===== config.mk =====
export PLATFORM = sky130hd
export DESIGN_NAME = bit_segment_sequencer
export DESIGN_NICKNAME = d
export VERILOG_FILES = /design/src/rtl/can_timing_pkg.sv /design/src/rtl/tq_prescaler.sv /design/src/rtl/bit_segment_sequencer.sv
export SDC_FILE = /design/constraint.sdc
export NUM_CORES = 1
export LEC_CHECK = 0
export ABC_AREA = 1
export CORE_UTILIZATION = 43
export CTS_CLUSTER_DIAMETER = 120
export DETAILED_ROUTE_END_ITERATION = 6
export PLACE_DENSITY = 0.65
export SLEW_MARGIN = 20
export SYNTH_ARGS = -nofsm -noshare
export SYNTH_HDL_FRONTEND = slang
export SYNTH_SLANG_ARGS = --single-unit

===== constraint.sdc =====
create_clock -name clock -period 3.28 [get_ports clock]
set_input_delay 0.328 -clock clock [delete_from_list [all_inputs] [get_ports clock]]
set_output_delay 0.328 -clock clock [all_outputs]
set_load 0.01 [all_outputs]

===== src/rtl/can_timing_pkg.sv =====
// Shared bit-timing definitions: segment encoding, counter widths and segment-length helpers.
package can_timing_pkg;

    localparam int SEG_W    = 2;
    localparam int QCNT_W   = 5;
    localparam int SEGLEN_W = 4;

    typedef enum logic [SEG_W-1:0] {
        SEG_SYNC = 2'b00,
        SEG_PROP = 2'b01,
        SEG_PS1  = 2'b10,
        SEG_PS2  = 2'b11
    } seg_e;

    typedef struct packed {
        logic [SEGLEN_W-1:0] prop;
        logic [SEGLEN_W-1:0] ps1;
        logic [SEGLEN_W-1:0] ps2;
    } seg_cfg_t;

    // Phase segments programmed as 0 still occupy one quantum.
    function automatic logic [QCNT_W-1:0] phase_len(input logic [SEGLEN_W-1:0] len);
        return (len == '0) ? QCNT_W'(1) : QCNT_W'(len);
    endfunction

endpackage


===== src/rtl/tq_prescaler.sv =====
// Time-quantum prescaler: counts 0..prescaler and emits a tick on the last count.
module tq_prescaler #(
    parameter int PRESC_W = 6
) (
    input  logic               clock,
    input  logic               reset,
    input  logic               enable,
    input  logic               clear,
    input  logic [PRESC_W-1:0] prescaler,
    output logic               tick
);

    logic [PRESC_W-1:0] cnt_q;
    logic [PRESC_W-1:0] cnt_d;

    // A clear restarts the quantum, so the tick it would have produced is dropped.
    assign tick = enable && !clear && (cnt_q == prescaler);

    always_comb begin
        cnt_d = cnt_q + PRESC_W'(1);
        if (clear || tick) begin
            cnt_d = '0;
        end
    end

    // NOTE: state registers use non-blocking assignments so every flop samples pre-edge values.
    always_ff @(posedge clock or posedge reset) begin
        if (reset) begin
            cnt_q <= '0;
        end else if (enable) begin
            cnt_q <= cnt_d;
        end
    end

endmodule


===== src/rtl/bit_segment_sequencer.sv =====
// Bit-timing sequencer: walks SYNC/PROP/PS1/PS2 in time quanta and applies hard and soft resync.
module bit_segment_sequencer
    import can_timing_pkg::*;
#(
    parameter int PRESC_W = 6
) (
    input  logic                clock,
    input  logic                reset,
    input  logic                enable,
    input  logic [PRESC_W-1:0]  baud_prescaler,
    input  logic [SEGLEN_W-1:0] prop_seg,
    input  logic [SEGLEN_W-1:0] phase_seg1,
    input  logic [SEGLEN_W-1:0] phase_seg2,
    input  logic                hard_sync_request,
    input  logic                resync_required,
    input  logic [SEGLEN_W-1:0] resync_adjustment,
    input  logic                resync_direction,
    output logic                tq_tick,
    output logic [SEG_W-1:0]    current_segment,
    output logic [QCNT_W-1:0]   quanta_counter,
    output logic [QCNT_W-1:0]   bit_position,
    output logic                sample_point,
    output logic                bit_start
);

    seg_e                state_q;
    seg_e                state_d;
    logic [QCNT_W-1:0]   qcnt_q;
    logic [QCNT_W-1:0]   bitpos_q;
    logic [SEGLEN_W-1:0] ext_q;
    logic                ext_taken_q;
    logic [SEGLEN_W-1:0] short_q;
    logic                short_taken_q;
    logic                end_now_q;
    logic                start_pend_q;
    seg_cfg_t            cfg_q;
    logic [PRESC_W-1:0]  presc_q;
    logic                tq_tick_q;
    logic                sample_q;
    logic                bit_start_q;

    logic              tick;
    logic              restart;
    logic              seg_end;
    logic              enter_sync;
    logic              lengthen_ok;
    logic              shorten_ok;
    logic              shorten_end;
    logic [QCNT_W-1:0] ps2_nom;
    logic [QCNT_W-1:0] remaining;
    logic [QCNT_W-1:0] seg_len;

    // The first enabled clock after reset behaves exactly like a hard sync.
    assign restart = enable && (hard_sync_request || start_pend_q);

    tq_prescaler #(.PRESC_W(PRESC_W)) u_tq_prescaler (
        .clock     (clock),
        .reset     (reset),
        .enable    (enable),
        .clear     (restart),
        .prescaler (presc_q),
        .tick      (tick)
    );

    // NOTE: every combinational output gets a default first so no path can infer a latch.
    always_comb begin
        state_d   = state_q;
        seg_len   = QCNT_W'(1);
        ps2_nom   = phase_len(cfg_q.ps2);
        remaining = ps2_nom - qcnt_q - QCNT_W'(1);
        unique case (state_q)
            SEG_SYNC: state_d = (cfg_q.prop == '0) ? SEG_PS1 : SEG_PROP;
            SEG_PROP: begin
                seg_len = QCNT_W'(cfg_q.prop);
                state_d = SEG_PS1;
            end
            SEG_PS1: begin
                seg_len = phase_len(cfg_q.ps1) + QCNT_W'(ext_q);
                state_d = SEG_PS2;
            end
            SEG_PS2: begin
                seg_len = ps2_nom - QCNT_W'(short_q);
                state_d = SEG_SYNC;
            end
        endcase
        seg_end     = tick && ((qcnt_q == seg_len - QCNT_W'(1)) ||
                               (state_q == SEG_PS2 && end_now_q));
        enter_sync  = restart || (seg_end && state_q == SEG_PS2);
        lengthen_ok = resync_required && !resync_direction && !ext_taken_q &&
                      (state_q == SEG_PROP || state_q == SEG_PS1);
        shorten_ok  = resync_required && resync_direction && !short_taken_q &&
                      (state_q == SEG_PS2);
        shorten_end = QCNT_W'(resync_adjustment) >= remaining;
    end

    always_ff @(posedge clock or posedge reset) begin
        if (reset) begin
            state_q       <= SEG_SYNC;
            qcnt_q        <= '0;
            bitpos_q      <= '0;
            ext_q         <= '0;
            ext_taken_q   <= 1'b0;
            short_q       <= '0;
            short_taken_q <= 1'b0;
            end_now_q     <= 1'b0;
            start_pend_q  <= 1'b1;
            cfg_q         <= '0;
            presc_q       <= '0;
            tq_tick_q     <= 1'b0;
            sample_q      <= 1'b0;
            bit_start_q   <= 1'b0;
        end else if (!enable) begin
            tq_tick_q   <= 1'b0;
            sample_q    <= 1'b0;
            bit_start_q <= 1'b0;
        end else begin
            tq_tick_q   <= tick;
            sample_q    <= 1'b0;
            bit_start_q <= 1'b0;
            if (lengthen_ok) begin
                ext_q       <= resync_adjustment;
                ext_taken_q <= 1'b1;
            end
            if (shorten_ok) begin
                short_taken_q <= 1'b1;
                if (shorten_end) begin
                    end_now_q <= 1'b1;
                end else begin
                    short_q <= resync_adjustment;
                end
            end
            if (tick) begin
                qcnt_q   <= qcnt_q + QCNT_W'(1);
                bitpos_q <= bitpos_q + QCNT_W'(1);
            end
            if (seg_end) begin
                state_q  <= state_d;
                qcnt_q   <= '0;
                sample_q <= (state_q == SEG_PS1);
            end
            // Bit boundary: later assignments here override any resync latched this clock.
            if (enter_sync) begin
                state_q       <= SEG_SYNC;
                qcnt_q        <= '0;
                bitpos_q      <= '0;
                ext_q         <= '0;
                ext_taken_q   <= 1'b0;
                short_q       <= '0;
                short_taken_q <= 1'b0;
                end_now_q     <= 1'b0;
                start_pend_q  <= 1'b0;
                cfg_q         <= '{prop: prop_seg, ps1: phase_seg1, ps2: phase_seg2};
                presc_q       <= baud_prescaler;
                sample_q      <= 1'b0;
                bit_start_q   <= 1'b1;
            end
        end
    end

    assign tq_tick         = tq_tick_q;
    assign current_segment = state_q;
    assign quanta_counter  = qcnt_q;
    assign bit_position    = bitpos_q;
    assign sample_point    = sample_q;
    assign bit_start       = bit_start_q;

endmodule

---- Word-level counts from Yosys, hierarchy flattened ----
Cells that the tools add are included.
storage, ports and cells
  bits in writable memories ............... 0
  memories ................................ 0
  input port bits ......................... 28
  bits in latches ......................... 0
  output and inout bits ................... 15
  bits in read-only memories .............. 0
  bits in registers ....................... 51
  word-level logic and storage cells ...... 102
operators by class
  bitwise logic cells ..................... 0
  div/mod/pow operators ................... 0
  multipliers ............................. 0
  eq/ne operators ......................... 6
  add/sub/neg operators ................... 8
  mux-type cells .......................... 31
  magnitude comparators ................... 1
  shift-type cells ........................ 0
  reductions and logical operators ........ 39
operators by type and width
  cell                                               count
  2-to-1 mux 4 bit                                   7
  2-to-1 mux 5 bit                                   5
  case mux 5 bit (3 select lines)                    1
  2-to-1 mux 1 bit                                   13
  logical AND 1 bit                                  12
  zero test 4 bit                                    3
  AND reduction 2 bit                                6
  adder 5 x 1 -> 5 bit (second input constant)       2
  nonzero test 2 bit                                 5
  subtractor 5 x 1 -> 5 bit (second input constant)  2
  case mux 2 bit (4 select lines)                    1
  adder 6 x 1 -> 6 bit (second input constant)       1
  equality test 6 bit                                1
  2-to-1 mux 2 bit                                   3
  2-to-1 mux 6 bit                                   1
  AND reduction 3 bit                                2
  adder 4 x 4 -> 5 bit                               1
  equality test 5 bit                                1
  greater-or-equal comparator 4 x 5 -> 1 bit         1
  logical OR 1 bit                                   5
  subtractor 4 x 4 -> 5 bit                          1
  subtractor 4 x 5 -> 5 bit                          1
  equality test 2 bit (second input constant)        2
  zero test 1 bit                                    4
  4 further kinds                                    4

---- Depth between registers and ports, before layout ----
  word-level depth ........................ 12
  gate-level depth with buffers ........... 22

---- Hierarchy ----
A second synthesis with hierarchy kept.
second synthesis, totals
  cells, all modules ...................... 445
  area, all modules ....................... 3326.9 sq um
modules (own cells, without submodules)
  module                 cells each  area an instance (sq um)  instances  seq. area each (sq um)
  bit_segment_sequencer  379         2881.5                    1          1127.3
  tq_prescaler           66          445.4                     1          150.1

---- Least setup slack after synthesis ----
OpenSTA, ideal clock, no wires.
  path type ............................... reg-to-reg
  start ................................... register cfg_q[6] in the netlist's numbering
  end ..................................... register cfg_q[5] in the netlist's numbering
  arrival time ............................ 2.745 ns
  slack ................................... 0.419 ns
  required time ........................... 3.163 ns
  path buffers ............................ 1
  library setup time ...................... 0.117 ns
  stages on the path, launching flop included .. 19
  period minus slack after synthesis ...... 2.861 ns
  path through ............................ dfrtp_1 > nor3_1 > or2_2 > ha_1 > fa_1 > nand2_1 > nand3_1 > nand2_1 > ha_1 > xnor2_1 > a21oi_1 > nand2_1 > nor2_1 > nand3_1 > nand2_2 > nand3_4 > buf_2 > nand3_1 > nand2_1
between the ends
  longest elaborated chain between the ends .. 11
ends and longest elaborated chain
  item                                      line                          text
  from (decl)                               bit_segment_sequencer.sv:36   seg_cfg_t cfg_q;
  from (signal assigned)                    bit_segment_sequencer.sv:152  cfg_q <= '{prop: prop_seg, ps1: phase_seg1, ps2: phase_seg2};
  zero test 4 bit                           can_timing_pkg.sv:23          return (len == '0) ? QCNT_W'(1) : QCNT_W'(len);
  2-to-1 mux 4 bit (*)                      can_timing_pkg.sv:23
  adder 4 x 4 -> 5 bit (*)                  bit_segment_sequencer.sv:78   seg_len = phase_len(cfg_q.ps1) + QCNT_W'(ext_q);
  case mux 5 bit (3 select lines) (*)       bit_segment_sequencer.sv:71   unique case (state_q)
  subtractor 5 x 1 -> 5 bit (*)             bit_segment_sequencer.sv:86   seg_end = tick && ((qcnt_q == seg_len - QCNT_W'(1)) ||
  equality test 5 bit (*)                   bit_segment_sequencer.sv:86
  logical OR 1 bit (*)                      bit_segment_sequencer.sv:86
  logical AND 1 bit (*)                     bit_segment_sequencer.sv:86
  logical AND 1 bit (*)                     bit_segment_sequencer.sv:88   enter_sync = restart || (seg_end && state_q == SEG_PS2);
  logical OR 1 bit (*)                      bit_segment_sequencer.sv:88
  AND reduction 2 bit (no source line) (*)  -
Every way passes the cells marked *; elsewhere a longest branch is shown, timed or not.
A chain may end at the register's enable or synchronous reset.

---- Worst setup path after layout ----
  start ................................... register cfg_q[6] in the netlist's numbering
  end ..................................... register short_q[2]
between the ends
  longest elaborated chain between the ends .. 12
ends and longest elaborated chain
  item                                                                          line                          text
  zero test 4 bit                                                               can_timing_pkg.sv:23
  2-to-1 mux 4 bit (*)                                                          can_timing_pkg.sv:23
  adder 4 x 4 -> 5 bit (*)                                                      bit_segment_sequencer.sv:78
  case mux 5 bit (3 select lines) (*)                                           bit_segment_sequencer.sv:71
  subtractor 5 x 1 -> 5 bit (*)                                                 bit_segment_sequencer.sv:86
  equality test 5 bit (*)                                                       bit_segment_sequencer.sv:86
  logical OR 1 bit (*)                                                          bit_segment_sequencer.sv:86
  logical AND 1 bit (*)                                                         bit_segment_sequencer.sv:86
  logical AND 1 bit (*)                                                         bit_segment_sequencer.sv:88
  logical OR 1 bit (*)                                                          bit_segment_sequencer.sv:88
  inequality test 2 bit (no source line) or nonzero test 2 bit (tied branches)  -
  AND reduction 3 bit (no source line)                                          -
  to (signal assigned)                                                          bit_segment_sequencer.sv:129  short_q <= resync_adjustment;
  to (decl)                                                                     bit_segment_sequencer.sv:32   logic [SEGLEN_W-1:0] short_q;
Marks and branches as above.

==> flow_summary.json <==
{
  "critPathCaptureType": "flip-flop",
  "r2r-start": "cfg_q[6]",
  "crit_path_max_fanout": 6,
  "drt_iter0_markers": 200,
  "p_leak_nw": 1.97,
  "synthTopCellsByArea": "dfrtp_1 (39%), nand2_1 (12%), ha_1 (9.3%)",
  "switching_share": 0.405,
  "slew_viol_final": 0,
  "gr-total-overflow": 0,
  "outcome": "completed",
  "pwr-share-seq": 0.378,
  "p_per_area_mw_per_mm2": 559,
  "final_cells": 550,
  "ff2ff_path_depth": 18,
  "ant_nets": 0,
  "yosysWarnings": 0,
  "synth_cell_types": 38,
  "fmax_mhz": 323,
  "cp-startpoint": "cfg_q[6]",
  "synth.avg_cell_area_um2": 8.06,
  "cts_buffers": 5,
  "grt_first_pass_wirelength_um": 12600,
  "port_buffers": 42,
  "gp_routability_congestion": 0.823,
  "ys.flop_type": "dfrtp_1",
  "rsz0062_at_grt": "false",
  "dp.cells": 536,
  "hp-start": "start_pend_q",
  "tns_ns": 0,
  "final.fill_count": 689,
  "area_growth_pct": 23.6,
  "cp-start-kind": "flip-flop",
  "diodes": 0,
  "cts_tree": "built",
  "hold_path_class": "flip-flop to flip-flop",
  "initial_core_util": 0.443,
  "hold_slack_ns": 0.467,
  "pre_cts_slack_ns": 0.106,
  "r2r_end": "short_q[2]",
  "final.setup.worst_slack_ns": 0.186,
  "die_h_um": 88.5,
  "power.total_mw": 2.22,
  "ys_seq_area_frac": 0.397,
  "p_int_mw": 1.32,
  "dpl_cell_area_mm2": 0.00374,
  "clk_latency_ns": 0.31,
  "vias_per_cell": 5.23,
  "netlist_area_mm2": 0.00321,
  "dpl.hpwl_um": 5800,
  "die_x_um": 88.5,
  "clockRootBuffer": "clkbuf_8",
  "ys_seq_elements": 51,
  "antenna_found_initial": 0,
  "p_switching_uw": 900,
  "fin_crit_ns": 3.09,
  "core_area_mm2": 0.00725,
  "drc": 0,
  "required_ns": 3.49,
  "combPwrFrac": 0.457,
  "grt_max_degree": 52,
  "worst_slew_pin_slew_ns": 0.892,
  "netlist.area_leader.share": 0.389,
  "grt_usage": 0.214,
  "hold_viol": 0,
  "hold_path_depth": 2,
  "final_area_mm2": 0.00397,
  "htreeDepth": 2,
  "finalSetupViolations": 0,
  "row_count": 31,
  "clkPwrFrac": 0.165,
  "path_class": "flip-flop to flip-flop",
  "reg2reg_slack_ns": 0.19,
  "relSlewSlack": 0.405,
  "avgRoutedWirePerCell_um": 14.7,
  "finalClockSkew_ns": 0.00700,
  "postSynthCellCount": 399,
  "drtPass1Iterations": 4,
  "postCtsHoldBufs": 0,
  "cts_sinks": 51,
  "cts.path.max_buffers": 2,
  "grt_pass1_vias": 2606,
  "dieArea_mm2": 0.00783,
  "nets": 505,
  "path_clk_slew_ns": 0.09,
  "drt-total-wl_um": 8090,
  "final_core_util": 0.548,
  "synth_edf_count": 0,
  "crit_path_end": "short_q[2]",
  "min_period_over_period": 0.943,
  "vias": 2874,
  "drive_gt1_frac": 0.104,
  "syn_nets": 454,
  "async_flop_share": 1.00,
  "cp.arrival_ns": 3.30,
  "maxCapViolCount": 0,
  "pin_count": 43,
  "vdd_drop_max_mv": 0.235,
  "synth_area_leader_cell": "dfrtp_1"
}
repair_timing:
| action | in CTS | in global routing |
|---|---|---|
| buffers inserted | 0 | 1 |
| resized for setup | 0 | 10 |
| endpoints found under the setup margin | 0 | 35 |
state kept, by name, summed over array words and instances, names as in the netlist, 2 cells and up:
name                  count
short_q                   4
current_segment           2
ext_q                     4
quanta_counter            5
presc_q                   6
u_tq_prescaler.cnt_q      6
cfg_q                    12
bit_position              5
power groups by stage:
| stage | clock [mW] | combinational, mW | sequential [mW] |
|---|---|---|---|
| 6_report | 0.367 | 1.02 | 0.839 |
| 2_1_floorplan | 0 | 0.679 | 0.836 |
| 4_1_cts | 0.375 | 0.969 | 0.838 |
| 5_1_grt | 0.397 | 1.16 | 0.853 |
| 3_3_place_gp | 0 | 0.943 | 0.847 |
| 3_5_place_dp | 0 | 0.966 | 0.850 |
critical path: stages, from the launching register on:
cell and delay [ns]:
dfrtp_1 0.40, nor3_1 0.06, or2_2 0.27, ha_2 0.18, fa_1 0.47, nand2_1 0.06
nand3_2 0.08, nand2_1 0.09, ha_4 0.22, xnor2_1 0.11, a21oi_1 0.12, nand2_1 0.06
nor2_1 0.08, nand3_1 0.09, nand2_2 0.13, nand3_2 0.19, buf_6 0.22, nand4_1 0.07
nand2_1 0.06
worst min path at each step:
stage                                         end  slack (ns)
after global placement               start_pend_q        0.45
after floorplan           u_tq_prescaler.cnt_q[0]        0.42
after global routing                 start_pend_q        0.49
after detailed placement             start_pend_q        0.45
after CTS                            start_pend_q        0.47
final                                start_pend_q        0.47
synthesized netlist by cell type (2+ instances only):
library cell	instances
a21oi_1	13
a21oi_2	2
buf_1	2
buf_2	3
buf_4	2
buf_6	2
clkbuf_1	4
dfrtp_1	50
fa_1	3
ha_1	24
inv_1	48
inv_2	4
nand2_1	101
nand3_1	44
nand3b_1	2
nand4_1	19
nor2_1	23
nor2_2	3
nor3_1	5
nor3_2	2
o21ai_0	8
or2_2	2
xnor2_1	7
xor2_1	12
cell families after synthesis:
logic type | after synthesis | synth area share
and+or+nand+nor | 207 | 0.297
buffers and inverters | 66 | 0.0887
DFF | 51 | 0.397
AOI/OAI and AO/OA | 29 | 0.0533
adders and majority gates | 27 | 0.112
xor gates and xnor gates | 19 | 0.0518
placed cells by master, fill, tap and decap left out, drive strengths merged, types with 2 or more instances in the layout:
| master | n |
|---|---|
| nand2 | 104 |
| inv | 51 |
| dfrtp | 50 |
| nand3 | 47 |
| clkdlybuf4s50 | 42 |
| nor2 | 26 |
| ha | 24 |
| nand4 | 19 |
| a21oi | 15 |
| xor2 | 12 |
| buf | 12 |
| o21ai | 8 |
| clkbuf | 8 |
| xnor2 | 7 |
| nor3 | 7 |
| fa | 3 |
| nand3b | 2 |
| or2 | 2 |
| clkinv | 2 |
routing by layer:
metal	vias up	share of wire	global-route usage
li1	1409	-	-
met2	94	0.45	0.322
met3	13	0.055	0.0326
met1	1358	0.48	0.316
met4	0	0.017	0.0689
met5	-	0	0
layout make-up:
type | instances | area, um2 | share of cell area
Multi-Input combinational cell | 284 | 1710 | 0.430
Sequential cell | 51 | 1280 | 0.321
Timing Repair Buffer | 56 | 581 | 0.146
Inverter | 52 | 196 | 0.0494
Tap cell | 99 | 124 | 0.0312
Clock buffer | 6 | 72.6 | 0.0183
Clock inverter | 2 | 12.5 | 0.00315
Note: power is estimated with default switching activity, not from simulation.
